`config.mk`:
```
export PLATFORM = sky130hd
export DESIGN_NAME = mmio_io_bridge
export DESIGN_NICKNAME = d
export VERILOG_FILES = /design/src/rtl/io_map_pkg.sv /design/src/rtl/btn_conditioner.sv /design/src/rtl/mmio_io_bridge.sv
export SDC_FILE = /design/constraint.sdc
export NUM_CORES = 1
export LEC_CHECK = 0
export BUFFER_PORTS_ARGS = -buffer_cell sky130_fd_sc_hd__buf_2
export CAP_MARGIN = 0
export CORE_ASPECT_RATIO = 0.9
export CORE_UTILIZATION = 51
export CTS_CLUSTER_DIAMETER = 200
export DETAILED_ROUTE_END_ITERATION = 10
export GPL_ROUTABILITY_DRIVEN = 1
export GPL_TIMING_DRIVEN = 0
export PLACE_DENSITY_LB_ADDON = 0.1
export SYNTH_ARGS = -nofsm -noshare
export SYNTH_HDL_FRONTEND = slang
export SYNTH_SLANG_ARGS = --single-unit
```
`constraint.sdc`:
```
create_clock -name clk_i -period 2.9 [get_ports clk_i]
set_input_delay 0.29 -clock clk_i [delete_from_list [all_inputs] [get_ports clk_i]]
set_output_delay 0.29 -clock clk_i [all_outputs]
set_load 0.02 [all_outputs]
```
`src/rtl/io_map_pkg.sv`:
```
// io_map_pkg: default I/O address map and button read-mode encodings for mmio_io_bridge
package io_map_pkg;
  localparam int OUT_ADDR_DEF    = 2000;
  localparam int IN_ADDR_DEF     = 2500;
  localparam int BTN_BASE_DEF    = 3000;
  localparam int BTN_STRIDE_DEF  = 1000;
  localparam int STATUS_ADDR_DEF = 8000;
  localparam int BTN_LEVEL       = 0;
  localparam int BTN_STICKY      = 1;
endpackage

```
`src/rtl/btn_conditioner.sv`:
```
// btn_conditioner: synchronise, debounce and capture presses of one push button
module btn_conditioner #(
  parameter int DB_CYCLES = 16
) (
  input  logic clk_i,
  input  logic rst_ni,
  input  logic raw_i,
  input  logic clr_i,
  output logic level_o,
  output logic press_o
);
  localparam int CW = $clog2(DB_CYCLES + 1);
  logic [1:0] sync_q;
  logic [CW-1:0] cnt_q, cnt_d;
  logic level_q, level_d, press_q, press_d, flip;
  always_comb begin
    flip = sync_q[1] != level_q && cnt_q == CW'(DB_CYCLES - 1);
    cnt_d = (sync_q[1] == level_q || flip) ? '0 : cnt_q + 1'b1;
    level_d = level_q ^ flip;
    press_d = (level_d & ~level_q) | (press_q & ~clr_i);
  end
  always_ff @(posedge clk_i or negedge rst_ni)
    if (!rst_ni) begin
      sync_q <= '0;
      cnt_q <= '0;
      level_q <= 1'b0;
      press_q <= 1'b0;
    end else begin
      sync_q <= {sync_q[0], raw_i};
      cnt_q <= cnt_d;
      level_q <= level_d;
      press_q <= press_d;
    end
  assign level_o = level_q;
  assign press_o = press_q;
endmodule

```
`src/rtl/mmio_io_bridge.sv`:
```
// mmio_io_bridge: dmem-port I/O decode for buttons, a peripheral word in and a held word out
module mmio_io_bridge
  import io_map_pkg::*;
#(
  parameter int NUM_BTN     = 4,
  parameter int ADDR_W      = 32,
  parameter int DATA_W      = 32,
  parameter int OUT_ADDR    = OUT_ADDR_DEF,
  parameter int IN_ADDR     = IN_ADDR_DEF,
  parameter int BTN_BASE    = BTN_BASE_DEF,
  parameter int BTN_STRIDE  = BTN_STRIDE_DEF,
  parameter int STATUS_ADDR = STATUS_ADDR_DEF,
  parameter int BTN_MODE    = BTN_LEVEL,
  parameter int DB_CYCLES   = 16
) (
  input  logic               clk_i,
  input  logic               rst_ni,
  input  logic [ADDR_W-1:0]  address_i,
  input  logic [DATA_W-1:0]  wdata_i,
  input  logic               wren_i,
  output logic [DATA_W-1:0]  q_dmem_o,
  input  logic [DATA_W-1:0]  mem_rdata_i,
  output logic               mem_wren_o,
  input  logic [NUM_BTN-1:0] btn_raw_i,
  input  logic [DATA_W-1:0]  periph_in_i,
  output logic [DATA_W-1:0]  periph_out_o,
  output logic               periph_out_valid_o
);
  localparam logic [ADDR_W-1:0] OUT_A = ADDR_W'(OUT_ADDR);
  localparam logic [ADDR_W-1:0] IN_A  = ADDR_W'(IN_ADDR);
  localparam logic [ADDR_W-1:0] ST_A  = ADDR_W'(STATUS_ADDR);
  function automatic logic [ADDR_W-1:0] btn_addr(int n);
    return ADDR_W'(BTN_BASE + n * BTN_STRIDE);
  endfunction
  function automatic bit map_clash();
    bit c = OUT_A == IN_A || OUT_A == ST_A || IN_A == ST_A;
    for (int i = 0; i < NUM_BTN; i++) begin
      c |= btn_addr(i) == OUT_A || btn_addr(i) == IN_A || btn_addr(i) == ST_A;
      for (int j = i + 1; j < NUM_BTN; j++) c |= btn_addr(i) == btn_addr(j);
    end
    return c;
  endfunction
  if (map_clash() || NUM_BTN < 1 || NUM_BTN > 16 || DB_CYCLES < 1 || 2 * NUM_BTN > DATA_W) begin : g_bad_map
    $error("mmio_io_bridge: overlapping I/O addresses or illegal parameters");
  end
  logic [NUM_BTN-1:0] btn_hit, level, press, clr;
  logic in_hit, st_hit, io_hit, hit_out, hit_rd;
  logic [DATA_W-1:0] rd_word, periph_out_q, periph_out_d, io_q;
  logic valid_q, sel_io_q;
  for (genvar i = 0; i < NUM_BTN; i++) begin : g_btn
    assign btn_hit[i] = address_i == btn_addr(i);
    btn_conditioner #(.DB_CYCLES(DB_CYCLES)) u_cond (
      .clk_i  (clk_i),
      .rst_ni (rst_ni),
      .raw_i  (btn_raw_i[i]),
      .clr_i  (clr[i]),
      .level_o(level[i]),
      .press_o(press[i])
    );
  end
  always_comb begin
    in_hit = address_i == IN_A;
    st_hit = address_i == ST_A;
    io_hit = in_hit | st_hit | (|btn_hit) | (address_i == OUT_A);
    hit_out = wren_i & (address_i == OUT_A);
    hit_rd = ~wren_i & (in_hit | st_hit | (|btn_hit));
    periph_out_d = hit_out ? wdata_i : periph_out_q;
    rd_word = in_hit ? periph_in_i : st_hit ? DATA_W'({press, level}) : '0;
    for (int i = 0; i < NUM_BTN; i++)
      if (btn_hit[i]) rd_word = DATA_W'(BTN_MODE == BTN_STICKY ? press[i] : level[i]);
    // status reads always clear presses; a button read clears only in sticky mode
    clr = {NUM_BTN{hit_rd & st_hit}} | (BTN_MODE == BTN_STICKY ? btn_hit & {NUM_BTN{~wren_i}} : '0);
  end
  always_ff @(posedge clk_i or negedge rst_ni)
    if (!rst_ni) begin
      periph_out_q <= '0;
      valid_q <= 1'b0;
      sel_io_q <= 1'b0;
      io_q <= '0;
    end else begin
      periph_out_q <= periph_out_d;
      valid_q <= hit_out;
      sel_io_q <= hit_rd;
      io_q <= rd_word;
    end
  assign mem_wren_o = wren_i & ~io_hit;
  assign q_dmem_o = sel_io_q ? io_q : mem_rdata_i;
  assign periph_out_o = periph_out_q;
  assign periph_out_valid_o = valid_q;
endmodule

```
==> metrics.md <==
| Metric | Value |
|---|---|
| Final Cell Area | 5930 µm² |
| First-pass GRT wire length | 16500 µm |
| Synth top area cells | dfrtp_1 (56%), mux2_4 (9.9%), mux2_2 (7.9%) |
| Syn avg cell area | 13.4 µm² |
| Hold Slack | 0.0290 ns |
| DP Worst Slack | 0.631 ns |
| CP max FO | 3 |
| Synth top area share | 0.561 |
| Status | finished, final reports clean |
| Worst skew pair latency | 0.36 ns |
| Max-Cap Viols | 0 |
| Initial antenna violation count | 0 |
| Rel. slew slack | 0.623 |
| Post-route insts no fill | 678 |
| Routed WL | 10500 µm |
| Most frequent cell after synthesis | dfrtp_1 |
| Fill count | 663 |
| Worst-path clk slew | 0.09 ns |
| GRT Util Overall | 0.234 |
| Post-synth EDFFs | 0 |
| Drt first-iter violations | 122 |
| Clock root cell | clkbuf_8 |
| I/O Buffers | 200 |
| Routed len/inst | 15.4 µm |
| Area grow syn2layout | 30.3% |
| Worst hold path class | input pin to register |
| Tightest Pin Transition | 0.560 ns |
| Worst vdd rail ir drop | 267 µV |
| Site Rows | 32 |
| Largest net degree at the start of global routing | 69 |
| Seq/Total Area, Yosys | 0.561 |
| Area after DPL | 5730 µm² |
| PnR worst setup slack | 0.587 ns |
| First-pass iteration count of the detailed router | 4 |
| # placed instances | 661 |
| TNS Setup | 0 ns |
| Critical Path AT | 2.02 ns |
| Yosys warns | 0 |
| Synth Instances | 341 |
| Post-synthesis register bit count | 102 |
| Fin util | 0.689 |
| Max Slew Vio Count | 0 |
| Most common library cells after synthesis | dfrtp_1 (102), mux2_2 (32), mux2_4 (30), and2_1 (24), nor2_1 (24) |
| CTS sink cnt | 102 |
| Via count | 3358 |
| CTS resizes | 0 |
| LEAKAGE | 3.22 nW |
| Net count of the mapped netlist | 484 |
| Congestion Overflow GR | 0 |
| Layout cells sized above 1 | 0.524 |
| Initial core utilization | 0.529 |
| Via-to-Cell Ratio | 4.95 |
| Mapped Area | 4550 µm² |
| Diodes inserted | 0 |
| Fin nets | 697 |
| H-Tree Depth | 3 |
| Max Fclk | 432 MHz |
| Kind of start point of the critical path | input pin |
| Crit end category | output pin |
| Asr flop ratio synth | 1.00 |
| Critical path class | input pin to output pin |
| Core area | 8610 µm² |
| Die Ht | 91.6 µm |
| Vias in the first global route | 3360 |
| CTS max path bufs | 2 |
| CTS Buf Count | 9 |
| Total power draw | 2.58 mW |
| Final ANT Viol Nets | 0 |
| Worst EP required | 2.61 ns |
| # DRC | 0 |
| Setup violators final | 0 |
| Top FF cell, synth | dfrtp_1 |
| I/O Pins | 201 |
| Clock Skew | 0.0157 ns |
| Final Hold Fails | 0 |
| Die ar. | 9310 µm² |
| Netlist cell types | 47 |
| PD cells | 436 nW/µm² |
| Tmin final | 2.31 ns |
| Detailed Place HPWL | 8020 µm |
| Die Width | 102 µm |
| Leading area contributor after synthesis | dfrtp_1 |
| GP Congestion | 0.797 |
| CTS tree | yes |
| RSZ-0062 raised after global routing | false |
| Ratio of final minimum period to clock period | 0.797 |
what timing repair did:
action | CTS | global route
hold buffers | 1 | 0
buffers inserted | 0 | 0
endpoints found under the hold margin | 34 | 0
cell families after synthesis:
group           count (synthesis)  share of synthesized area
simple gates                  105                      0.136
flops                         102                      0.561
mux                            64                      0.183
compound gates                 25                     0.0415
buf+inv                        25                     0.0341
xor+xnor                       12                     0.0231
fa+ha+maj                       8                     0.0220
placed cells by master, fill, tap and decap left out, types with 2 or more instances in the layout:
| cell type | instances |
|---|---|
| ha_1 | 8 |
| mux2_2 | 32 |
| dfrtp_1 | 102 |
| nor3b_1 | 3 |
| mux2_4 | 30 |
| nand3_1 | 8 |
| mux2_1 | 2 |
| nor2_1 | 24 |
| clkbuf_8 | 9 |
| buf_2 | 203 |
| nor4_1 | 9 |
| buf_12 | 3 |
| nand2b_1 | 6 |
| o2bb2ai_1 | 4 |
| clkbuf_1 | 3 |
| a22o_1 | 7 |
| clkinvlp_4 | 2 |
| inv_1 | 13 |
| o21ai_0 | 6 |
| buf_1 | 3 |
| or3b_2 | 4 |
| nand2_1 | 8 |
| and3_1 | 5 |
| and2_1 | 24 |
| xnor2_1 | 4 |
| xor2_1 | 8 |
layer usage:
metal,routed length (µm),track usage,up-vias
met1,4340,0.284,1622
li1,-,-,1607
met2,5320,0.404,111
met5,0,0,-
met4,194,0.0749,0
met3,620,0.0602,18
power by group:
group	switching, mW	total, mW	internal [mW]
sequential	0.0131	1.45	1.44
clock	0.477	0.879	0.402
combinational	0.128	0.252	0.124
total	0.619	2.58	1.97
path summary, 6_finish.rpt:
path	start	endpoint	slack (ns)	depth (start not counted)
worst max-delay path	address_i[2]	mem_wren_o	0.59	7
worst min-delay path	btn_raw_i[1]	g_btn[1].u_cond.sync_q[0]	0.03	1
worst max register to register	g_btn[0].u_cond.cnt_q[0]	g_btn[0].u_cond.cnt_q[2]	1.41	5
worst min register to register	g_btn[1].u_cond.sync_q[0]	g_btn[1].u_cond.sync_q[1]	0.36	0
max in group asynchronous	rst_ni	g_btn[3].u_cond.level_o	1.79	3
min in group asynchronous	rst_ni	periph_out_o[19]	0.41	2
state kept, by name (all words and copies together), names as in the netlist:
signal and flops:
g_btn.u_cond.level_o 4, g_btn.u_cond.press_o 4, g_btn.u_cond.cnt_q 20, periph_out_valid_o 1, periph_out_o 32, sel_io_q 1, io_q 32, g_btn.u_cond.sync_q 8
critical path, cell delays in order:
cell	delay, ns
buf_2	0.10
or4bb_1	0.54
nor4_1	0.51
o21bai_1	0.20
nand4_1	0.12
a21boi_0	0.08
buf_2	0.18
final cells by class:
type,count,area (µm²),share of cell area
inverter,13,48.8,0.00822
sequential,102,2550,0.430
clock inverter,5,58.8,0.00991
timing repair buffer,202,1040,0.175
clock buffer,11,131,0.0221
buffer,12,106,0.0179
multi-input combinational,214,1850,0.311
tap,119,149,0.0251
Power figures use the tool's default switching activity.
